==> src/rtl/posit_encode_4_0_if.sv <==
// Stream bundle between the posit datapath and the encoder: denormalized
// input beat with valid/ready, and the packed posit result with valid/ready.
interface posit_encode_4_0_if #(
    parameter int N       = 4,
    parameter int FRAC_W  = 4,
    parameter int SCALE_W = 4
);
    logic               valid_i;
    logic               ready_o;
    logic [FRAC_W-1:0]  fraction_i;
    logic [SCALE_W-1:0] scale_i;
    logic               NaR_i;
    logic               zero_i;
    logic               sign_i;
    logic               valid_o;
    logic               ready_i;
    logic [N-1:0]       posit_o;

    modport slave (
        input  valid_i, fraction_i, scale_i, NaR_i, zero_i, sign_i, ready_i,
        output ready_o, valid_o, posit_o
    );

    modport master (
        output valid_i, fraction_i, scale_i, NaR_i, zero_i, sign_i, ready_i,
        input  ready_o, valid_o, posit_o
    );
endinterface

==> src/rtl/posit_encode_4_0.sv <==
// Posit<N,ES> encoder: packs sign/scale/fraction into posit bits with
// round-to-nearest-even and saturation, in a 2-stage valid/ready pipeline.
module posit_encode_4_0 #(
    parameter int N       = 4,
    parameter int ES      = 0,
    parameter int FRAC_W  = 4,
    parameter int SCALE_W = 4
) (
    input  logic               clk,
    input  logic               rst,
    posit_encode_4_0_if.slave  bus
);
    localparam int TAIL_W = ES + FRAC_W;
    // Body (terminator + exponent + fraction) plus room for the longest unclamped regime shift
    localparam int FW = 1 + TAIL_W + N - 2;
    localparam logic [FW-1:0] ALL_ONES = '1;

    // ---------------- stage 1 combinational: regime/exponent/fraction layout
    logic [TAIL_W-1:0]        tail;
    logic signed [SCALE_W-1:0] k;
    int                        k_int;
    logic [FW-1:0]             body_pos;
    logic [FW-1:0]             body_neg;
    logic [FW-1:0]             field;
    logic [N-2:0]              main_next;
    logic                      guard_next;
    logic                      sticky_next;
    logic                      max_next;
    logic                      min_next;

    generate
        if (ES == 0) begin : g_no_exp
            assign tail = bus.fraction_i;
        end else begin : g_exp
            assign tail = {bus.scale_i[ES-1:0], bus.fraction_i};
        end
    endgenerate

    assign k        = $signed(bus.scale_i) >>> ES;
    assign k_int    = int'(k);
    assign body_pos = {1'b0, tail, {(N-2){1'b0}}};
    assign body_neg = {1'b1, tail, {(N-2){1'b0}}};

    always_comb begin
        field = '0;
        if (k_int >= 0) begin
            // (k+1) ones, then the 0 terminator at the head of body_pos
            field = (body_pos >> (k_int + 1)) | ~(ALL_ONES >> (k_int + 1));
        end else begin
            // (-k) zeros, then the 1 terminator at the head of body_neg
            field = body_neg >> (-k_int);
        end
    end

    assign main_next   = field[FW-1 -: N-1];
    assign guard_next  = field[FW-N];
    assign sticky_next = |field[FW-N-1:0];
    assign max_next    = (k_int >= N - 2);
    assign min_next    = (k_int < -(N - 2));

    // ---------------- stage 1 registers
    logic         s1_valid_reg;
    logic [N-2:0] s1_main_reg;
    logic         s1_guard_reg;
    logic         s1_sticky_reg;
    logic         s1_max_reg;
    logic         s1_min_reg;
    logic         s1_nar_reg;
    logic         s1_zero_reg;
    logic         s1_sign_reg;

    logic s2_valid_reg;
    logic s2_load;
    logic s1_load;

    assign s2_load     = !s2_valid_reg || bus.ready_i;
    assign bus.ready_o = !s1_valid_reg || !s2_valid_reg || bus.ready_i;
    assign s1_load     = bus.ready_o;

    always_ff @(posedge clk or posedge rst) begin
        if (rst) begin
            s1_valid_reg  <= 1'b0;
            s1_main_reg   <= '0;
            s1_guard_reg  <= 1'b0;
            s1_sticky_reg <= 1'b0;
            s1_max_reg    <= 1'b0;
            s1_min_reg    <= 1'b0;
            s1_nar_reg    <= 1'b0;
            s1_zero_reg   <= 1'b0;
            s1_sign_reg   <= 1'b0;
        end else if (s1_load) begin
            s1_valid_reg <= bus.valid_i;
            if (bus.valid_i) begin
                s1_main_reg   <= main_next;
                s1_guard_reg  <= guard_next;
                s1_sticky_reg <= sticky_next;
                s1_max_reg    <= max_next;
                s1_min_reg    <= min_next;
                s1_nar_reg    <= bus.NaR_i;
                s1_zero_reg   <= bus.zero_i;
                s1_sign_reg   <= bus.sign_i;
            end
        end
    end

    // ---------------- stage 2 combinational: RNE, saturation, sign, specials
    logic         round_up;
    logic [N-1:0] sum;
    logic [N-2:0] mag;
    logic [N-1:0] enc;
    logic [N-1:0] posit_next;

    assign round_up = s1_guard_reg && (s1_sticky_reg || s1_main_reg[0]);
    assign sum      = {1'b0, s1_main_reg} + {{(N-1){1'b0}}, round_up};

    always_comb begin
        mag = sum[N-2:0];
        // A carry out of the field or the explicit clamp both land on maxpos
        if (s1_max_reg || sum[N-1]) begin
            mag = '1;
        end else if (s1_min_reg || (sum == '0)) begin
            mag = {{(N-2){1'b0}}, 1'b1};
        end
        enc = {1'b0, mag};
        if (s1_sign_reg) begin
            enc = ~enc + {{(N-1){1'b0}}, 1'b1};
        end
        posit_next = enc;
        if (s1_nar_reg) begin
            posit_next = {1'b1, {(N-1){1'b0}}};
        end else if (s1_zero_reg) begin
            posit_next = '0;
        end
    end

    // ---------------- stage 2 registers (output)
    logic [N-1:0] posit_reg;

    always_ff @(posedge clk or posedge rst) begin
        if (rst) begin
            s2_valid_reg <= 1'b0;
            posit_reg    <= '0;
        end else if (s2_load) begin
            s2_valid_reg <= s1_valid_reg;
            if (s1_valid_reg) begin
                posit_reg <= posit_next;
            end
        end
    end

    assign bus.valid_o = s2_valid_reg;
    assign bus.posit_o = posit_reg;
endmodule

==> src/flat_wrapper.sv <==
// flat-port wrapper written by rule: the top's interface ports become plain ports
module posit_encode_4_0_flat 
#(
    parameter int N       = 4,
    parameter int ES      = 0,
    parameter int FRAC_W  = 4,
    parameter int SCALE_W = 4
)
  (clk, rst, bus_valid_i, bus_fraction_i, bus_scale_i, bus_NaR_i, bus_zero_i, bus_sign_i, bus_ready_i, bus_ready_o, bus_valid_o, bus_posit_o);
  posit_encode_4_0_if #(.N(N), .FRAC_W(FRAC_W), .SCALE_W(SCALE_W)) bus_i ();
  input  logic clk;
  input  logic rst;
  input wire logic [$bits(bus_i.valid_i)-1:0] bus_valid_i;
  input wire logic [$bits(bus_i.fraction_i)-1:0] bus_fraction_i;
  input wire logic [$bits(bus_i.scale_i)-1:0] bus_scale_i;
  input wire logic [$bits(bus_i.NaR_i)-1:0] bus_NaR_i;
  input wire logic [$bits(bus_i.zero_i)-1:0] bus_zero_i;
  input wire logic [$bits(bus_i.sign_i)-1:0] bus_sign_i;
  input wire logic [$bits(bus_i.ready_i)-1:0] bus_ready_i;
  output wire logic [$bits(bus_i.ready_o)-1:0] bus_ready_o;
  output wire logic [$bits(bus_i.valid_o)-1:0] bus_valid_o;
  output wire logic [$bits(bus_i.posit_o)-1:0] bus_posit_o;
  assign bus_i.valid_i = bus_valid_i;
  assign bus_i.fraction_i = bus_fraction_i;
  assign bus_i.scale_i = bus_scale_i;
  assign bus_i.NaR_i = bus_NaR_i;
  assign bus_i.zero_i = bus_zero_i;
  assign bus_i.sign_i = bus_sign_i;
  assign bus_i.ready_i = bus_ready_i;
  assign bus_ready_o = bus_i.ready_o;
  assign bus_valid_o = bus_i.valid_o;
  assign bus_posit_o = bus_i.posit_o;
  posit_encode_4_0 #(.N(N), .ES(ES), .FRAC_W(FRAC_W), .SCALE_W(SCALE_W)) u_core (.clk(clk), .rst(rst), .bus(bus_i));
endmodule
==> config.mk <==
export PLATFORM = sky130hd
export DESIGN_NAME = posit_encode_4_0_flat
export DESIGN_NICKNAME = d
export VERILOG_FILES = /design/src/rtl/posit_encode_4_0_if.sv /design/src/rtl/posit_encode_4_0.sv /design/src/flat_wrapper.sv
export SDC_FILE = /design/constraint.sdc
export NUM_CORES = 1
export LEC_CHECK = 0
export CAP_MARGIN = 20
export CELL_PAD_IN_SITES_DETAIL_PLACEMENT = 1
export CELL_PAD_IN_SITES_GLOBAL_PLACEMENT = 2
export CORE_ASPECT_RATIO = 1.4
export CORE_MARGIN = 2
export CORE_UTILIZATION = 33
export DETAILED_ROUTE_END_ITERATION = 8
export GPL_ROUTABILITY_DRIVEN = 0
export HOLD_SLACK_MARGIN = 0.15
export PLACE_DENSITY_LB_ADDON = 0.1
export SYNTH_ARGS = -nofsm -noshare
export SYNTH_HDL_FRONTEND = slang
export SYNTH_SLANG_ARGS = --single-unit
==> constraint.sdc <==
create_clock -name clk -period 4.2 [get_ports clk]
set_clock_uncertainty 0.2 [all_clocks]
set_input_delay 0.63 -clock clk [delete_from_list [all_inputs] [get_ports clk]]
set_output_delay 0.63 -clock clk [all_outputs]
set_load 0.02 [all_outputs]
---- Word level (Yosys, flattened, before mapping) ----
Index checks and enable logic that the tools add are counted.
cells by class
  magnitude comparators ................... 3
  reduce and logical (&&, ||, !) cells .... 13
  mux-type cells .......................... 6
  bitwise operators ....................... 3
  $add $sub $neg .......................... 4
  shift-type cells ........................ 3
operators by type and width
  kind                                                 number
  negator 4 -> 32 bit                                  1
  >> shifter 6 x 32 -> 7 bit                           1
  >> shifter 7 x 32 -> 7 bit                           1
  >> shifter 7 x 32 -> 7 bit, first input constant     1
  2-to-1 mux 4 bit                                     3
  2-to-1 mux 7 bit                                     1
  NOT 7 bit                                            1
  OR 7 bit                                             1
  logical OR 1 bit                                     6
  2-to-1 mux 3 bit                                     2
  adder 4 x 2 -> 5 bit, second input constant          1
  adder 3 x 1 -> 4 bit                                 1
  adder 4 x 1 -> 4 bit, second input constant          1
  >= comparator 4 x 1 -> 1 bit, second input constant  1
  >= comparator 4 x 3 -> 1 bit, second input constant  1
  logical NOT 4 bit                                    1
  < comparator 4 x 2 -> 1 bit, second input constant   1
  NOT 3 -> 4 bit                                       1
  AND reduction 2 bit                                  2
  OR reduction 3 bit                                   1
  logical NOT 1 bit                                    2
  logical AND 1 bit                                    1
storage, ports and cells
  word-level logic and storage cells ...... 43
  register bits after elaboration ......... 16

---- Longest topological paths before layout ----
Gate-level depths: netlist (run 1).
  depth in word-level cells ............... 12
  mapped depth ............................ 10

---- Least setup slack after synthesis (run 1) ----
OpenSTA, ideal clock, no wires.
  kind .................................... input to register
  start point ............................. input bus_scale_i[0]
  end point ............................... register u_core.s1_sticky_reg
  path buffers ............................ 1
  path slack .............................. 1.711 ns
  library setup time ...................... 0.094 ns
  stages .................................. 9
  arrival time ............................ 2.195 ns
  required time ........................... 3.906 ns
  cells stage by stage .................... clkbuf_1 inv_1 ha_1 nand2_1 ha_1 nand4bb_2 nor3_4 o221ai_2 a221oi_2
on the way
  word-level cells in the longest chain between the ends .. 6
  elaborated cells between the ends (all ways) .. 10
RTL lines
  item                        RTL line                source
  start: declaration          flat_wrapper.sv:15      input wire logic [$bits(bus_i.scale_i)-1:0] bus_scale_i;
  adder 4 x 2 -> 5 bit        posit_encode_4_0.sv:48  field = (body_pos >> (k_int + 1)) | ~(ALL_ONES >> (k_int + 1));
  >> shifter 7 x 32 -> 7 bit  posit_encode_4_0.sv:48
  NOT 7 bit                   posit_encode_4_0.sv:48
  OR 7 bit                    posit_encode_4_0.sv:48
  2-to-1 mux 7 bit *          posit_encode_4_0.sv:46  if (k_int >= 0) begin
  OR reduction 3 bit *        posit_encode_4_0.sv:57  assign sticky_next = |field[FW-N-1:0];
  end signal: assignment      posit_encode_4_0.sv:96  s1_sticky_reg <= sticky_next;
  end: declaration            posit_encode_4_0.sv:65  logic s1_sticky_reg;
Every way passes the cells marked *; elsewhere a longest branch is shown, timed or not.
A chain may end at the register's enable or synchronous reset.

---- Worst setup path after layout (run 1) ----
Ends and elaborated chain as after synthesis.

==> results of run 1 <==
==> worst register-to-register path, delay by kind of cell, from the launching register on <==
kind | cells | cell delay [ns]
AOI/OAI and AO/OA | 2 | 0.43
DFF | 1 | 0.41
adders and majority gates | 3 | 0.67
and+or+nand+nor | 3 | 0.46
xor gates and xnor gates | 1 | 0.08
==> layer usage <==
metal	global-route usage [%]	part of all wire, %	up-vias
met5	0	0	-
met4	7.805	2.8	0
met3	1.698	2.0	7
met2	31.90	55	19
met1	18.18	41	539
li1	-	-	567
==> cell usage in the layout, fill, tap and decap left out, types with 2 or more instances in the layout <==
cell / Yosys / layout
a211oi_1: 3 / 3
clkdlybuf4s50_1: 0 / 20
nor4_1: 3 / 3
a21oi_1: 4 / 4
dfrtp_1: 16 / 16
and3_1: 2 / 2
nand2b_1: 6 / 6
o21ai_0: 10 / 10
nand2_1: 23 / 23
nor3_1: 3 / 3
o31ai_1: 2 / 2
nand3_1: 6 / 6
xnor2_1: 3 / 3
clkbuf_8: 0 / 4
o21a_1: 2 / 2
mux2i_1: 2 / 2
o22ai_1: 2 / 2
o211ai_1: 3 / 3
a31oi_1: 3 / 3
nand3b_1: 3 / 3
ha_1: 10 / 10
a32oi_1: 2 / 2
inv_1: 8 / 8
nor2_1: 9 / 9
==> layout make-up <==
class | count | area [sq um] | share of cell area [%]
clock buffers | 4 | 55.05 | 3.612
inverters | 8 | 30.03 | 1.970
flip-flops and latches | 16 | 400.4 | 26.27
repair buffers | 21 | 207.7 | 13.63
well taps | 42 | 52.55 | 3.448
multi-input cells | 117 | 778.2 | 51.07
==> final timing paths <==
path | from | end | slack [ns] | cells past startpoint
setup / recovery | bus_scale_i[0] | u_core.s1_sticky_reg$_DFFE_PP0P_ | 1.24 | 10
hold / removal | u_core.bus.posit_o[2]$_DFFE_PP0P_ | u_core.bus.posit_o[2]$_DFFE_PP0P_ | 0.28 | 2
setup reg to reg | u_core.s1_main_reg[0]$_DFFE_PP0P_ | u_core.bus.posit_o[2]$_DFFE_PP0P_ | 1.85 | 9
hold reg to reg | u_core.bus.posit_o[2]$_DFFE_PP0P_ | u_core.bus.posit_o[2]$_DFFE_PP0P_ | 0.28 | 2
max in group asynchronous | rst | u_core.bus.posit_o[1]$_DFFE_PP0P_ | 2.83 | 2
min in group asynchronous | rst | u_core.bus.valid_o$_DFFE_PP0N_ | 0.56 | 2
==> report_power, final <==
group | switching (W) | total, W | internal (W)
registers | 0.0000190 | 0.000199 | 0.000180
clock network | 0.0000547 | 0.000138 | 0.0000832
logic | 0.0000948 | 0.000176 | 0.0000815
==> stage by stage <==
stage / hold slack [ns] / util (%) / instances
6_report: 0.2759 / 42.20 / 208
5_1_grt: 0.3245 / 42.20 / 208
4_1_cts: 0.2883 / 42.20 / 208
3_5_place_dp: 0.2733 / 40.68 / 204
3_3_place_gp: 0.2593 / 40.68 / 204
2_1_floorplan: 0.2465 / - / 146
==> kinds of logic (layout without fill, tap and decap cells) <==
family,count (synthesis),in the layout,share of synthesized area (%)
flip-flops,16,16,32.55
buffers and inverters,13,33,4.171
multiplexers,2,2,1.628
AND/OR/NAND/NOR,64,64,27.88
adder cells (fa/ha/maj),10,10,10.17
AO/OA/AOI/OAI,37,37,20.75
XOR/XNOR,4,4,2.849
==> summary.md, run 1 <==
| Metric | Value |
|---|---|
| EDFF count, synth | `0` |
| WP data arrival | `2.92 ns` |
| Syn Inst Count | `146` |
| Clock-pin slew of the registers on the worst-case setup and hold paths | `~0.06 ns` |
| Die Wd | `approximately 56 microns` |
| YS warnings | `0` |
| ANT cells | `0` |
| Post-DP HPWL | `2588 microns` |
| Largest register FFs | `4` |
| Min cycle time layout | `around 3 ns` |
| Kind of critical path | `in -> reg` |
| Asr flop ratio synth | `100.0%` |
| Sequential element share of the synthesized area | `~33%` |
| Crit Path Max Fanout | `19` |
| Total setup buffers inserted after CTS | `0` |
| First-pass GRT wire length | `between 5000 and 6000 microns` |
| Maximum clock rate | `between 300 and 400 MHz` |
| CP dominant cell by count | `ha_1` |
| Vias per inst | `5.442` |
| Gr usage total | `16.84%` |
| Crit path required time | `around 4.2 ns` |
| Synth area leaders | `dfrtp_1, ha_1, nand2_1, o21ai_0, nand2b_1` |
| I/O Buffers | `20` |
| Synthesized area | `between 0.001 and 0.0015 sq mm` |
| Unrepaired setup endpoints after global routing | `false` |
| Endpoints failing setup | `0` |
| Max-cap violations | `0` |
| Root Driver | `clkbuf_8` |
| Top_reg_cell synth | `dfrtp_1` |
| Crit path capture type | `register` |
| Drt pass-1 iters | `2` |
| GRT overflow | `0` |
| Yosys top cell area share | `around a third` |
| Leak | `roughly 0.63 nW` |
| # hold bufs at CTS | `0` |
| HP Class | `reg -> reg` |
| Power per cell area | `~340 mW/mm^2` |
| CTS tree | `yes` |
| Maximum VDD drop | `roughly 0.00015 V` |
| Crit-path cells | `clkdlybuf4s50_1, buf_4, inv_1, ha_1, nand2_1, ha_1, nand4bb_1, nor3_4, o221ai_2, a221oi_2` |
| Final #Nets | `~190` |
| Setup Total Neg Slack | `0 ns` |
| # rows | `26` |
| Crit path max-delay family | `buffers and inverters` |
| Final Hold Viols | `0` |
| DRC | `0` |
| Slew HR | `between 50% and 60%` |
| Worst-Margin Slew | `approximately 0.64 ns` |
| Die area | `between 0.004 and 0.005 sq mm` |
| Count of distinct cell types in the synthesized netlist | `40` |
| Pin count of the biggest net entering global routing | `20` |
| Worst slack, placed | `0.9627 ns` |
| Resized cells post-CTS | `0` |
| Worst Slack Setup Final | `roughly 1.2 ns` |
| Design area | `~0.0015 sq mm` |
| Layout cells sized above 1 | `~6%` |
| Clock Latency Late Sink | `0.25 ns` |
| Area post-placement | `0.001469 sq mm` |
| Startpoint Class | `input pin` |
| Initial DRC count | `17` |
| Final period utilization | `70.55%` |
| Worst path max stage delay | `just under 0.4 ns` |
| Most instantiated cells after synthesis | `nand2_1, dfrtp_1, ha_1, o21ai_0, nor2_1` |
| Num CTS Buffers | `3` |
| Final ANT Viol Nets | `0` |
| Top-Level Pins | `21` |
| Synth Register Bits | `16` |
| Core outline area | `between 0.003 and 0.004 sq mm` |
| Final Power | `0.0005127 W` |
| DR vias | `around 1100` |
| Clock tree sinks | `16` |
| Avg Cell Area, Syn | `8.424 sq um` |
| Via count of the first global-routing pass | `between 1000 and 1500` |
| Area leader, netlist | `dfrtp_1` |
| Initial Util | `34.06%` |
| Drt wl/cell | `roughly 16 microns` |
| Htree depth | `1` |
| FILL cells | `around 440` |
| Area Overhead vs Synth | `23.91%` |
| Initial antenna violation count | `0` |
| Max Buffers Root-to-Sink | `2` |
| Crit path buf inv count | `3` |
| Worst path slowest cell | `clkdlybuf4s50_1` |
| Total Routed Length | `roughly 3200 microns` |
| Outcome | `finished clean` |
| Overall die height | `76.24 microns` |
| Syn Nets | `between 150 and 200` |
| Top-count cell post-synth | `nand2_1` |
| Fin. max-slew vios | `0` |
Power figures use the tool's default switching activity.
==> inputs of run 2 (changes only) <==
--- a/config.mk
+++ b/config.mk
@@ -10,7 +10,7 @@
 export CELL_PAD_IN_SITES_GLOBAL_PLACEMENT = 2
 export CORE_ASPECT_RATIO = 1.4
 export CORE_MARGIN = 2
-export CORE_UTILIZATION = 33
+export CORE_UTILIZATION = 28
 export DETAILED_ROUTE_END_ITERATION = 8
 export GPL_ROUTABILITY_DRIVEN = 0
 export HOLD_SLACK_MARGIN = 0.15
==> constraint.sdc (replaced) <==
create_clock -name clk -period 2.4 [get_ports clk]
set_clock_uncertainty 0.2 [all_clocks]
set_input_delay 0.36 -clock clk [delete_from_list [all_inputs] [get_ports clk]]
set_output_delay 0.36 -clock clk [all_outputs]
set_load 0.02 [all_outputs]
==> run 2 against run 1 <==
  * Register-to-register slack got worse by 1.8 ns
  * Combinational power up 130%
  * Wire length increased by 17%
  * Flip-flop and latch count unchanged
  * Sequential power is 75% higher
  * Design area grew 19%
  * Non-clock buffer count increased by 27
  * Via count increased by 12%
  * Worst setup slack got worse by 1.2 ns
  * Highest routed layer unchanged
==> summary.md, run 2 (same netlist as run 1, synthesis figures left out) <==
| Metric | Value |
|---|---|
| Clock tree sinks | `16` |
| Worst-Margin Slew | `approximately 0.66 ns` |
| Worst Slack Setup Final | `~0.044 ns` |
| Final Hold Viols | `0` |
| Commonest non-fill, non-tap cell in the layout | `buf_4` |
| Initial Util | `between 20% and 30%` |
| Maximum VDD drop | `around 0.00018 V` |
| Switching share of power | `about 33%` |
| # rows | `28` |
| DP Cell Count | `around 250` |
| Kind of critical path | `reg -> reg` |
| Crit path capture type | `register` |
| DR vias | `1269` |
| ANT cells | `0` |
| Worst slack, placed | `-0.2279 ns` |
| Vias per inst | `~5.0` |
| # hold bufs at CTS | `0` |
| Initial antenna violation count | `0` |
| HP Class | `reg -> reg` |
| Num CTS Buffers | `3` |
| Drt wl/cell | `about 15 microns` |
| Core outline area | `~0.0042 sq mm` |
| Overall die height | `between 80 and 90 microns` |
| Leak | `0.7948 nW` |
| DRC | `0` |
| GRT overflow | `0` |
| Largest register FFs | `4` |
| Final period utilization | `between 90% and 100%` |
| Crit-path cells | `o21a_1, ha_2, ha_4, xnor2_2, nand2b_1, and3_4, ha_4, nor2b_2, xnor2_1, o41ai_1` |
| Fin cells | `253` |
| Worst path slowest cell | `dfrtp_1` |
| Net Sw Power | `0.0003266 W` |
| CTS tree | `yes` |
| Startpoint Class | `register` |
| Post-DP HPWL | `3062 microns` |
| Crit Path Max Fanout | `2` |
| Clock Latency Late Sink | `0.25 ns` |
| Maximum clock rate | `~420 MHz` |
| Htree depth | `1` |
| Initial DRC count | `16` |
| Multi-input gate area | `842.1 sq um` |
| CP dominant cell by count | `ha_4` |
| Die Wd | `approximately 60 microns` |
| Internal power | `between 0.0006 and 0.0007 W` |
| Total Routed Length | `3789 microns` |
| Layout cells sized above 1 | `between 20% and 30%` |
| Drt pass-1 iters | `4` |
| Storage element area | `roughly 400 sq um` |
| Final Power | `0.0009889 W` |
| Power per cell area | `between 500 and 600 mW/mm^2` |
| Crit path required time | `2.35 ns` |
| Hold WS | `0.2833 ns` |
| I/O Buffers | `20` |
| Comb pwr share | `between 40% and 50%` |
| Clock group share of total power | `24.8%` |
| WP data arrival | `~2.3 ns` |
| Max-cap violations | `0` |
| Fin. max-slew vios | `0` |
| Max Buffers Root-to-Sink | `2` |
| Endpoints failing setup | `0` |
| Slew HR | `a little under three fifths` |
| Outcome | `finished clean` |
| Setup Total Neg Slack | `0 ns` |
| Root Driver | `clkbuf_8` |
| R2R setup slack | `between 0.04 and 0.05 ns` |
| Area Overhead vs Synth | `48.02%` |
| Gr usage total | `between 10% and 20%` |
| Die area | `0.004946 sq mm` |
| Final ANT Viol Nets | `0` |
| Clock-pin slew of the registers on the worst-case setup and hold paths | `approximately 0.070 ns` |
| FILL cells | `just over 500` |
| First-pass GRT wire length | `approximately 6000 microns` |
| Worst path max stage delay | `slightly below 0.4 ns` |
| Leading cell types in the layout, fill and taps excluded | `buf_4, nand2_1, clkdlybuf4s50_1` |
| Final #Nets | `roughly 220` |
| Seq pwr share | `35.2%` |
| Top-Level Pins | `21` |
| Via count of the first global-routing pass | `~1300` |
| Min cycle time layout | `between 2 and 2.5 ns` |
| Pin count of the biggest net entering global routing | `19` |
| Unrepaired setup endpoints after global routing | `true` |
run 2: what timing repair did:
| item | CTS | global route |
|---|---|---|
| resized for setup | 0 | 18 |
| setup buffers | 0 | 2 |
| endpoints found under the setup margin | 0 | 6 |
run 2: worst paths after layout:
kind	from	depth (start not counted)	to
min in group asynchronous	rst	2	u_core.bus.posit_o[3]$_DFFE_PP0P_
max in group asynchronous	rst	2	u_core.s1_max_reg$_DFFE_PP0P_
worst min register to register	u_core.bus.posit_o[2]$_DFFE_PP0P_	2	u_core.bus.posit_o[2]$_DFFE_PP0P_
worst max-delay path	u_core.s1_sticky_reg$_DFFE_PP0P_	10	u_core.bus.posit_o[2]$_DFFE_PP0P_
worst max register to register	u_core.s1_sticky_reg$_DFFE_PP0P_	10	u_core.bus.posit_o[2]$_DFFE_PP0P_
worst min-delay path	u_core.bus.posit_o[2]$_DFFE_PP0P_	2	u_core.bus.posit_o[2]$_DFFE_PP0P_
run 2: cell type report:
type / count / share of cell area [%]
clock buffer: 4 / 3.024
inverter: 8 / 1.649
sequential: 16 / 21.99
timing repair buffer: 48 / 22.96
tap: 60 / 4.124
multi-input combinational: 117 / 46.25
run 2: worst max-delay path: cells and delay by family, from the launching register on:
| family | cells | cell delay [ns] |
|---|---|---|
| adder cells (fa/ha/maj) | 3 | 0.51 |
| AND/OR/NAND/NOR | 3 | 0.38 |
| flip-flops | 1 | 0.39 |
| AO/OA/AOI/OAI | 2 | 0.52 |
| XOR/XNOR | 2 | 0.24 |
run 2: power by group through the flow:
stage / combinational [W] / clock [W] / sequential, W
finish: 0.000396 / 0.000245 / 0.000348
global route: 0.000441 / 0.000260 / 0.000353
CTS: 0.000358 / 0.000251 / 0.000347
detailed placement: 0.000356 / 0 / 0.000352
global placement: 0.000343 / 0 / 0.000350
floorplan: 0.000174 / 0 / 0.000367
run 2: layer usage:
layer  track usage, %  vias to the layer above  share of wire [%]  routed length (microns)
li1                 -                      625                  -                        -
met1            15.40                      621                 38                     1448
met2            34.89                       19                 59                     2224
met3           0.4673                        4                1.3                       50
met4            7.333                        0                1.7                       66
met5                0                        -                  0                        0
run 2: stage by stage:
stage | util [%] | area (sq um)
finish | 42.95 | 1821
global route | 42.95 | 1821
CTS | 40.91 | 1734
detailed placement | 39.61 | 1679
global placement | 39.61 | 1679
floorplan | - | 1230
==> inputs of run 3 (changes only) <==
==> constraint.sdc (replaced) <==
create_clock -name clk -period 2.14 [get_ports clk]
set_clock_uncertainty 0.2 [all_clocks]
set_input_delay 0.321 -clock clk [delete_from_list [all_inputs] [get_ports clk]]
set_output_delay 0.321 -clock clk [all_outputs]
set_load 0.02 [all_outputs]
==> run 3 against run 2 <==
  * Non-clock buffer count rose by 12
  * Critical path depth is the same
  * Clock power grew 11%
  * Fmax grew 9.0%
  * The flow now finishes with violations (negative setup slack)
  * Via count up 1.7%
  * Final cell count up 4.7%
  * Power rose by 21%
  * Combinational power grew 35%
  * First-iteration DRC count shrank 38%
==> summary.md, run 3 (same netlist as run 1, synthesis figures left out) <==
| Metric | Value |
|---|---|
| Layout cells sized above 1 | `~36%` |
| Setup Total Neg Slack | `-0.02308 ns` |
| Fin. max-slew vios | `0` |
| Internal power | `0.0008050 W` |
| DR vias | `roughly 1300` |
| Comb pwr share | `roughly 45%` |
| # hold bufs at CTS | `0` |
| # rows | `28` |
| Largest register FFs | `4` |
| Initial DRC count | `10` |
| Seq pwr share | `about a third` |
| Die area | `~0.0049 sq mm` |
| Num CTS Buffers | `3` |
| Clock tree sinks | `16` |
| Switching share of power | `~33%` |
| Maximum VDD drop | `0.0001944 V` |
| Final #Nets | `231` |
| Root Driver | `clkbuf_8` |
| Die Wd | `approximately 60 microns` |
| Outcome | `finished, violations left` |
| GRT overflow | `0` |
| Worst Slack Setup Final | `-0.02113 ns` |
| Drt wl/cell | `14.82 microns` |
| Max Buffers Root-to-Sink | `2` |
| Reg2Reg Depth | `10` |
| WP data arrival | `between 2 and 2.5 ns` |
| Overall die height | `82.42 microns` |
| Hold WS | `~0.25 ns` |
| Core outline area | `between 0.004 and 0.005 sq mm` |
| Crit path capture type | `register` |
| Min cycle time layout | `roughly 2.2 ns` |
| CTS tree | `yes` |
| Leak | `approximately 0.86 nW` |
| Crit path required time | `between 2 and 2.5 ns` |
| Initial Util | `29.01%` |
| Kind of critical path | `reg -> reg` |
| Startpoint Class | `register` |
| Reg-to-reg endpoint | `u_core.bus.posit_o[2]$_DFFE_PP0P_` |
| Commonest non-fill, non-tap cell in the layout | `buf_4` |
| Worst slack, placed | `-0.4493 ns` |
| Gr usage total | `around 17%` |
| I/O Buffers | `20` |
| FILL cells | `492` |
| Utilization after layout | `47.49%` |
| Total Routed Length | `between 3000 and 4000 microns` |
| Max-cap violations | `0` |
| Leading cell types in the layout, fill and taps excluded | `buf_4, nand2_1, clkdlybuf4s50_1, dfrtp_1, o21ai_0` |
| HP Class | `in -> async` |
| Clock group share of total power | `a little under a quarter` |
| Area Overhead vs Synth | `63.68%` |
| FF-to-FF Start | `u_core.s1_main_reg[0]$_DFFE_PP0P_` |
| Final ANT Viol Nets | `0` |
| ANT cells | `0` |
| Initial antenna violation count | `0` |
| Top-Level Pins | `21` |
| Drt pass-1 iters | `4` |
| Start point of the critical path | `u_core.s1_main_reg[0]$_DFFE_PP0P_` |
| Pin count of the biggest net entering global routing | `19` |
| Final Power | `~0.0012 W` |
| Net Sw Power | `approximately 0.0004 W` |
| Htree depth | `1` |
| Slew HR | `just under 60%` |
| Maximum clock rate | `about 460 MHz` |
| Final period utilization | `101.0%` |
| Crit path capture | `u_core.bus.posit_o[2]$_DFFE_PP0P_` |
| Crit Path Max Fanout | `2` |
| Power per cell area | `596.6 mW/mm^2` |
| Vias per inst | `approximately 4.9` |
| DRC | `0` |
| Clock-pin slew of the registers on the worst-case setup and hold paths | `0.06 ns` |
| Failing checks | `negative setup slack` |
| Clock Latency Late Sink | `0.25 ns` |
| R2R setup slack | `-0.02 ns` |
| Endpoints failing setup | `2` |
| Via count of the first global-routing pass | `~1400` |
| First-pass GRT wire length | `about 6400 microns` |
| Worst-Margin Slew | `between 0.6 and 0.7 ns` |
| Post-DP HPWL | `roughly 3100 microns` |
| Unrepaired setup endpoints after global routing | `true` |
| Final Hold Viols | `0` |
[run 3: how the worst min path moves through the flow]
| stage | to | cells after the start |
|---|---|---|
| 6_report | u_core.s1_valid_reg$_DFFE_PP0N_ | 2 |
| 5_1_grt | u_core.s1_max_reg$_DFFE_PP0P_ | 3 |
| 4_1_cts | u_core.s1_guard_reg$_DFFE_PP0P_ | 2 |
| 3_5_place_dp | u_core.bus.posit_o[2]$_DFFE_PP0P_ | 2 |
| 3_3_place_gp | u_core.bus.posit_o[2]$_DFFE_PP0P_ | 2 |
| 2_1_floorplan | u_core.bus.posit_o[0]$_DFFE_PP0P_ | 1 |
[run 3: power by group through the flow]
| stage | registers (W) | logic [W] | clock network, W |
|---|---|---|---|
| global placement | 0.000393 | 0.000417 | 0 |
| finish | 0.000394 | 0.000534 | 0.000273 |
| detailed placement | 0.000396 | 0.000432 | 0 |
| floorplan | 0.000411 | 0.000198 | 0 |
| CTS | 0.000393 | 0.000478 | 0.000278 |
| global route | 0.000399 | 0.000591 | 0.000292 |
[run 3: layout make-up]
class / instances / area [sq um] / share of cell area, %
multi-input combinational: 117 / 955.9 / 47.48
timing repair buffer: 60 / 496.7 / 24.67
sequential: 16 / 400.4 / 19.89
tap: 60 / 75.07 / 3.729
clock buffer: 4 / 55.05 / 2.735
inverter: 8 / 30.03 / 1.492
[run 3: per-stage QoR]
stage / cell area [sq um] / std cells
after floorplan: 1244 / 146
after global placement: 1752 / 255
after detailed placement: 1752 / 255
after CTS: 1896 / 261
after global routing: 2013 / 265
final: 2013 / 265
[run 3: critical path: stages (launching register included)]
cell and delay [ns]:
dfrtp_1 0.38, o21a_1 0.19, ha_2 0.19, ha_4 0.16
xnor2_2 0.16, nand2b_1 0.08, and3_4 0.17, ha_4 0.16
nor2b_4 0.12, xnor2_2 0.07, o41ai_2 0.19
[run 3: timing repair]
action	CTS	global route
setup endpoints to repair	7	6
resized for setup	22	17
setup buffers	2	4
pin swaps	11	11
[run 3: layer usage]
metal	track usage, %	routed length [microns]
met3	0.4673	48
met1	17.08	1439
met5	0	0
met2	35.33	2366
met4	7.333	72
